[config.mk]
export PLATFORM = sky130hd
export DESIGN_NAME = bus_control_sequencer_flat
export DESIGN_NICKNAME = d
export VERILOG_FILES = /design/src/rtl/bus_control_sequencer_if.sv /design/src/rtl/bus_control_sequencer.sv /design/src/flat_wrapper.sv
export SDC_FILE = /design/constraint.sdc
export NUM_CORES = 1
export LEC_CHECK = 0
export ABC_AREA = 1
export BUFFER_PORTS_ARGS = -buffer_cell sky130_fd_sc_hd__buf_2
export CAP_MARGIN = 40
export CELL_PAD_IN_SITES_DETAIL_PLACEMENT = 1
export CELL_PAD_IN_SITES_GLOBAL_PLACEMENT = 2
export CORE_UTILIZATION = 24
export DETAILED_ROUTE_END_ITERATION = 8
export GPL_TIMING_DRIVEN = 0
export HOLD_SLACK_MARGIN = 0.08
export PLACE_DENSITY = 0.72
export SETUP_SLACK_MARGIN = 0.02
export SYNTH_ARGS = -nofsm -noshare
export SYNTH_HDL_FRONTEND = slang
export SYNTH_SLANG_ARGS = --single-unit
[constraint.sdc]
create_clock -name clock -period 1.5 [get_ports clock]
set_clock_uncertainty 0.05 [all_clocks]
set_input_delay 0 -clock clock [delete_from_list [all_inputs] [get_ports clock]]
set_output_delay 0 -clock clock [all_outputs]
set_load 0.005 [all_outputs]
[src/rtl/bus_control_sequencer_if.sv]
// Bus-side control and snoop lines between the sequencer
// and the common-bus register/memory block.
interface bus_control_sequencer_if;
  logic [15:0] bus_data;
  logic [2:0]  select;
  logic [5:0]  LD;
  logic [4:0]  INR;
  logic [4:0]  CLR;
  logic        read;
  logic        write;
  logic        enable;

  modport master (
    input  bus_data,
    output select, LD, INR, CLR,
    output read, write, enable
  );

  modport slave (
    output bus_data,
    input  select, LD, INR, CLR,
    input  read, write, enable
  );
endinterface

[src/rtl/bus_control_sequencer.sv]
// Fetch/decode/execute sequencer driving the common-bus block.
// One registered control word per cycle, derived from the next state.
module bus_control_sequencer #(
  parameter bit CLEAR_PC_ON_START = 1'b1,
  parameter int ADDR_W            = 12
) (
  input  logic                      clock,
  input  logic                      reset,
  input  logic                      start,
  bus_control_sequencer_if.master   bus,
  output logic [15:0]               ir_q,
  output logic                      busy,
  output logic                      halted,
  output logic                      instr_done
);

  // Opcode and indirect bit sit directly above the address field.
  localparam int OP_LSB = ADDR_W;

  typedef enum logic [5:0] {
    IDLE, HALT, S0,
    F0, F1, F2, F3, F4, F5, DEC,
    A0, A1, N0, N1, N2, N3,
    L0, L1, L2, L3,
    T0, T1, B0, B1,
    Z0, Z1, Z2, Z3, Z4, Z5, Z6, Z7, Z8, Z9,
    R_CLA, R_INC, R_HLT, NOP
  } state_t;

  typedef struct packed {
    logic [2:0] sel;
    logic [5:0] ld;
    logic [4:0] inr;
    logic [4:0] clr;
    logic       rd;
    logic       wr;
    logic       en;
    logic       done;
  } ctrl_t;

  state_t      state_q, state_d;
  logic [15:0] ir_d;
  ctrl_t       ctrl_q, ctrl_d;
  logic        busy_q, busy_d;
  logic        halted_q, halted_d;

  function automatic state_t exec_entry(
    input logic [2:0] op
  );
    state_t s;
    case (op)
      3'b010:  s = L0;
      3'b011:  s = T0;
      3'b100:  s = B0;
      3'b110:  s = Z0;
      default: s = NOP;
    endcase
    return s;
  endfunction

  function automatic ctrl_t ctrl_of(
    input state_t s,
    input logic   inc,
    input logic   hlt
  );
    ctrl_t c;
    c = '0;
    case (s)
      S0:  c.clr[1] = 1'b1;
      F0:  c.sel = 3'b010;
      F1:  begin c.sel = 3'b010; c.ld[0] = 1'b1; end
      F3:  begin c.rd = 1'b1; c.inr[1] = 1'b1; end
      F4:  c.sel = 3'b111;
      F5:  begin
        c.sel   = 3'b111;
        c.ld[4] = 1'b1;
        c.en    = 1'b1;
      end
      A0:  c.sel = 3'b101;
      A1:  begin c.sel = 3'b101; c.ld[0] = 1'b1; end
      N1:  c.rd = 1'b1;
      N2:  c.sel = 3'b111;
      N3:  begin c.sel = 3'b111; c.ld[0] = 1'b1; end
      L1:  c.rd = 1'b1;
      L2:  c.sel = 3'b111;
      L3:  begin
        c.sel   = 3'b111;
        c.ld[3] = 1'b1;
        c.done  = 1'b1;
      end
      T0:  c.sel = 3'b100;
      T1:  begin
        c.sel  = 3'b100;
        c.wr   = 1'b1;
        c.done = 1'b1;
      end
      B0:  c.sel = 3'b001;
      B1:  begin
        c.sel   = 3'b001;
        c.ld[1] = 1'b1;
        c.done  = 1'b1;
      end
      Z1:  c.rd = 1'b1;
      Z2:  c.sel = 3'b111;
      Z3:  begin c.sel = 3'b111; c.ld[2] = 1'b1; end
      Z4:  c.inr[2] = 1'b1;
      Z5:  c.sel = 3'b011;
      Z6:  begin
        c.sel = 3'b011;
        c.wr  = 1'b1;
        c.en  = 1'b1;
      end
      Z8:  begin c.inr[1] = 1'b1; c.done = 1'b1; end
      Z9:  c.done = 1'b1;
      R_CLA: begin
        c.clr[3] = 1'b1;
        c.done   = !inc && !hlt;
      end
      R_INC: begin
        c.inr[3] = 1'b1;
        c.done   = !hlt;
      end
      R_HLT: c.done = 1'b1;
      NOP:   c.done = 1'b1;
      default: c = '0;
    endcase
    return c;
  endfunction

  always_comb begin
    state_d = state_q;
    ir_d    = ir_q;
    case (state_q)
      IDLE: if (start) state_d = CLEAR_PC_ON_START ? S0 : F0;
      HALT: if (start) state_d = F0;
      S0:   state_d = F0;
      F0:   state_d = F1;
      F1:   state_d = F2;
      F2:   state_d = F3;
      F3:   state_d = F4;
      F4:   state_d = F5;
      F5:   state_d = DEC;
      DEC: begin
        ir_d = bus.bus_data;
        if (ir_d[OP_LSB +: 3] != 3'b111) state_d = A0;
        else if (ir_d[7])                state_d = R_CLA;
        else if (ir_d[5])                state_d = R_INC;
        else if (ir_d[0])                state_d = R_HLT;
        else                             state_d = NOP;
      end
      A0:   state_d = A1;
      A1:   state_d = ir_q[OP_LSB+3] ? N0
                    : exec_entry(ir_q[OP_LSB +: 3]);
      N0:   state_d = N1;
      N1:   state_d = N2;
      N2:   state_d = N3;
      N3:   state_d = exec_entry(ir_q[OP_LSB +: 3]);
      L0:   state_d = L1;
      L1:   state_d = L2;
      L2:   state_d = L3;
      T0:   state_d = T1;
      B0:   state_d = B1;
      Z0:   state_d = Z1;
      Z1:   state_d = Z2;
      Z2:   state_d = Z3;
      Z3:   state_d = Z4;
      Z4:   state_d = Z5;
      Z5:   state_d = Z6;
      Z6:   state_d = Z7;
      // Snooped DR after write-back; 0000 includes the FFFF wrap.
      Z7:   state_d = (bus.bus_data == 16'h0) ? Z8 : Z9;
      R_CLA: state_d = ir_q[5] ? R_INC
                     : ir_q[0] ? R_HLT : F0;
      R_INC: state_d = ir_q[0] ? R_HLT : F0;
      R_HLT: state_d = HALT;
      L3, T1, B1, Z8, Z9, NOP: state_d = F0;
      default: state_d = IDLE;
    endcase
    ctrl_d   = ctrl_of(state_d, ir_d[5], ir_d[0]);
    busy_d   = !(state_d inside {IDLE, HALT});
    halted_d = (state_d == HALT);
  end

  always_ff @(posedge clock) begin
    if (reset) begin
      state_q  <= IDLE;
      ir_q     <= '0;
      ctrl_q   <= '0;
      busy_q   <= 1'b0;
      halted_q <= 1'b0;
    end else begin
      state_q  <= state_d;
      ir_q     <= ir_d;
      ctrl_q   <= ctrl_d;
      busy_q   <= busy_d;
      halted_q <= halted_d;
    end
  end

  assign bus.select  = ctrl_q.sel;
  assign bus.LD      = ctrl_q.ld;
  assign bus.INR     = ctrl_q.inr;
  assign bus.CLR     = ctrl_q.clr;
  assign bus.read    = ctrl_q.rd;
  assign bus.write   = ctrl_q.wr;
  assign bus.enable  = ctrl_q.en;
  assign instr_done  = ctrl_q.done;
  assign busy        = busy_q;
  assign halted      = halted_q;

endmodule

[src/flat_wrapper.sv]
// flat-port wrapper written by rule: the top's interface ports become plain ports
module bus_control_sequencer_flat 
#(
  parameter bit CLEAR_PC_ON_START = 1'b1,
  parameter int ADDR_W            = 12
)
  (clock, reset, start, ir_q, busy, halted, instr_done, bus_bus_data, bus_select, bus_LD, bus_INR, bus_CLR, bus_read, bus_write, bus_enable);
  bus_control_sequencer_if bus_i ();
  input  logic clock;
  input  logic reset;
  input  logic start;
  output logic [15:0] ir_q;
  output logic busy;
  output logic halted;
  output logic instr_done;
  input wire logic [$bits(bus_i.bus_data)-1:0] bus_bus_data;
  output wire logic [$bits(bus_i.select)-1:0] bus_select;
  output wire logic [$bits(bus_i.LD)-1:0] bus_LD;
  output wire logic [$bits(bus_i.INR)-1:0] bus_INR;
  output wire logic [$bits(bus_i.CLR)-1:0] bus_CLR;
  output wire logic [$bits(bus_i.read)-1:0] bus_read;
  output wire logic [$bits(bus_i.write)-1:0] bus_write;
  output wire logic [$bits(bus_i.enable)-1:0] bus_enable;
  assign bus_i.bus_data = bus_bus_data;
  assign bus_select = bus_i.select;
  assign bus_LD = bus_i.LD;
  assign bus_INR = bus_i.INR;
  assign bus_CLR = bus_i.CLR;
  assign bus_read = bus_i.read;
  assign bus_write = bus_i.write;
  assign bus_enable = bus_i.enable;
  bus_control_sequencer #(.CLEAR_PC_ON_START(CLEAR_PC_ON_START), .ADDR_W(ADDR_W)) u_core (.clock(clock), .reset(reset), .start(start), .bus(bus_i), .ir_q(ir_q), .busy(busy), .halted(halted), .instr_done(instr_done));
endmodule
==> metrics.cfg <==
[status]
status=finished with violations
failed_checks=setup timing

[logic_synthesis]
ys_async_sr_fraction_pct=0
synth_top_family_by_area=simple AND/OR/NAND/NOR gates
yosysTopAreaCellShare_pct=35.8
avgSynthCellArea_sq_um=6.18
synthMuxAreaShare_pct=0
synth_edf_count=0
ys.flop_type=dfxtp_1
ys_types=26
post-synth-top-area-cell=dfxtp_1
yosys.area_share.simple_pct=44.3
ys_warn_count=0
syn_inst=371
synth_top_cells_by_count=88 x nand2_1, 85 x nor2_1, 41 x dfxtp_1
synthXorXnorAreaFrac_pct=0
synth_compound_area_share_pct=10.5
yosysMostFrequentCell=nand2_1
ys_ff_latch=41
synth_area_leaders=dfxtp_1 36%, nand2_1 14%, nor2_1 14%
synthAdderAreaFrac_pct=0
ys_seq_area_share_pct=35.8
synth.cell_area_sq_um=2290

[grt]
met3_usage_pct=3.02
gr-usage-met1_pct=23.7
grt_max_degree=15
grt_use_total_pct=20.0
grtUsageMet2_pct=36.0
grt_pass1_vias=3030
grt_overflow_total=0
busiest_layer=met2
grt_pass1_wl_mm=15.3
antenna_found_initial=0

[placed_design]
placed_cell_area_sq_um=2810
place_ws_ns=-0.573
place.detailed.hpwl_mm=6.66
io_buffers=52
place_congestion=0.853

[critical_path]
crit_chain=buf_4 -> nor2_1 -> nand3_4 -> nand2_2 -> inv_1 -> nand2_1 -> nor2_2 -> nand3_2 -> buf_4 -> nand3_4 -> a21oi_2 -> nor2_1 -> a21oi_1
critPathRequiredTime_ns=1.68
cp_max_fo=5
cp_slowest_cell=dfxtp_4
cp_num_buf_inv=3
startpoint_type=register
critPathTopFamily=simple AND/OR/NAND/NOR gates
critical_path.max_stage_delay_ns=0.40
path_class=reg2reg
endpoint_kind=register
cp.arrival_ns=2.20

[die]
core_area_sq_um=9240
die_area_sq_um=9950
rows=35
die_h_um=99.7
dieWidth_um=99.7
ios=60
initial_core_util_pct=24.8

[sta]
setup_slack_ns=-0.516
finalSetupViolations=32
slew_headroom_pct=53.9
finalSetupTns_ns=-8.29
min_period_ns=2.02
tightest_slew_ns=0.692
holdWs_ns=0.119
rsz0062_at_grt=true
post-route-period-util_pct=134
hold_viol=0
fmax_ghz=0.496
slew_violations=0

[drt]
first_pass_iters=4
drc=0
ant_nets=0
via_per_inst=4.75
vias=2981
wirelength_mm=10.4
first_iter_violations=132
wl_per_cell_um=16.6

[final_layout]
fill_cells=1154
stdcell_area_sq_um=4030
register_area_sq_um=843
finish.net_count=517
layout-drive-gt1-share_pct=47.1
synthToLayoutAreaGrowth_pct=75.9
multi_input_area_sq_um=1750
antennaDiodeCount=0

[clock_tree]
cts_tree=built
clockBufferDepth=2
cts.sink_count=41
clock_latency_ns=0.31
htree_levels=2
cts_buffers=5
cts-root-buf=clkbuf_8
path_clk_slew_ns=0.09

[pwr]
leakagePower_nw=1.99
ir_drop_mv=0.514
powerDensity_nw_per_um2=1120

[run]
max_cap_viol_count=0

[hold_path]
hold_path.class=in2reg

==> per-layer routing <==
layer	up-vias	routed length, um
met5	-	0
met4	0	322
met3	21	333
li1	1447	-
met2	80	5250
met1	1433	4530
==> kinds of logic (layout without fill, tap and decap cells) <==
logic type | Yosys count | in the layout
buffers and inverters | 49 | 172
other | 1 | 6
DFF | 41 | 41
and+or+nand+nor | 235 | 235
AOI/OAI and AO/OA | 45 | 45
==> cell usage in the layout, fill, tap and decap left out, types with 5 or more instances in the layout <==
cell type and instances:
a21oi_1 8, a21oi_2 7, buf_2 52, buf_4 36, buf_6 13, clkbuf_8 5
conb_1 6, dfxtp_1 35, dfxtp_4 6, dlygate4sd3_1 18, inv_1 23, inv_2 5
nand2_1 63, nand2_2 16, nand2_4 12, nand3_1 18, nand3_2 13, nand4_1 8
nor2_1 53, nor2_2 24, nor2_4 17, o21ai_0 10, o21ai_1 5, o21ai_2 6
==> stage by stage <==
stage          utilization (%)  std cells  total power [mW]
6_report                  43.6        628              4.51
2_1_floorplan                -        376              2.12
4_1_cts                   39.2        612              3.88
3_5_place_dp              30.4        557              2.51
5_1_grt                   43.6        628              4.72
3_3_place_gp              30.4        557              2.52
==> where the power goes <==
group / leakage (nW) / switching (mW) / internal [mW]
clock: 0.0543 / 0.464 / 0.499
sequential: 0.336 / 0.144 / 1.19
combinational: 1.60 / 1.27 / 0.944
==> state kept, by name, summed over array words and instances (netlist names), 2 cells and up <==
name / cells
u_core.bus.select: 3
u_core.ir_q: 16
u_core.bus.CLR: 2
u_core.bus.INR: 3
u_core.state_q: 6
u_core.bus.LD: 5
==> final timing paths <==
path                            depth (start not counted)  slack (ns)           endpoint              start
worst min register to register                          2        0.44     u_core.ir_q[7]     u_core.ir_q[7]
worst max-delay path                                   13       -0.52  u_core.instr_done  u_core.state_q[3]
worst min-delay path                                    2        0.12  u_core.bus.CLR[1]              reset
worst max register to register                         13       -0.52  u_core.instr_done  u_core.state_q[3]
==> final cells by class <==
| class | instances | share of cell area [%] |
|---|---|---|
| well taps | 129 | 4.00 |
| clock buffers | 5 | 1.71 |
| inverters | 34 | 3.72 |
| clock inverters | 3 | 1.15 |
| multi-input cells | 286 | 43.3 |
| repair buffers | 117 | 22.7 |
| flip-flops and latches | 41 | 20.9 |
| plain buffers | 13 | 2.42 |
==> what timing repair did <==
action | CTS | global route
setup endpoints to repair | 31 | 33
pin swaps | 25 | 23
gates resized for setup | 83 | 78
endpoints found under the hold margin | 19 | 0
cloned | 1 | 1
hold buffers | 18 | 0
setup buffers | 28 | 21
Note: power is estimated with default switching activity, not from simulation.
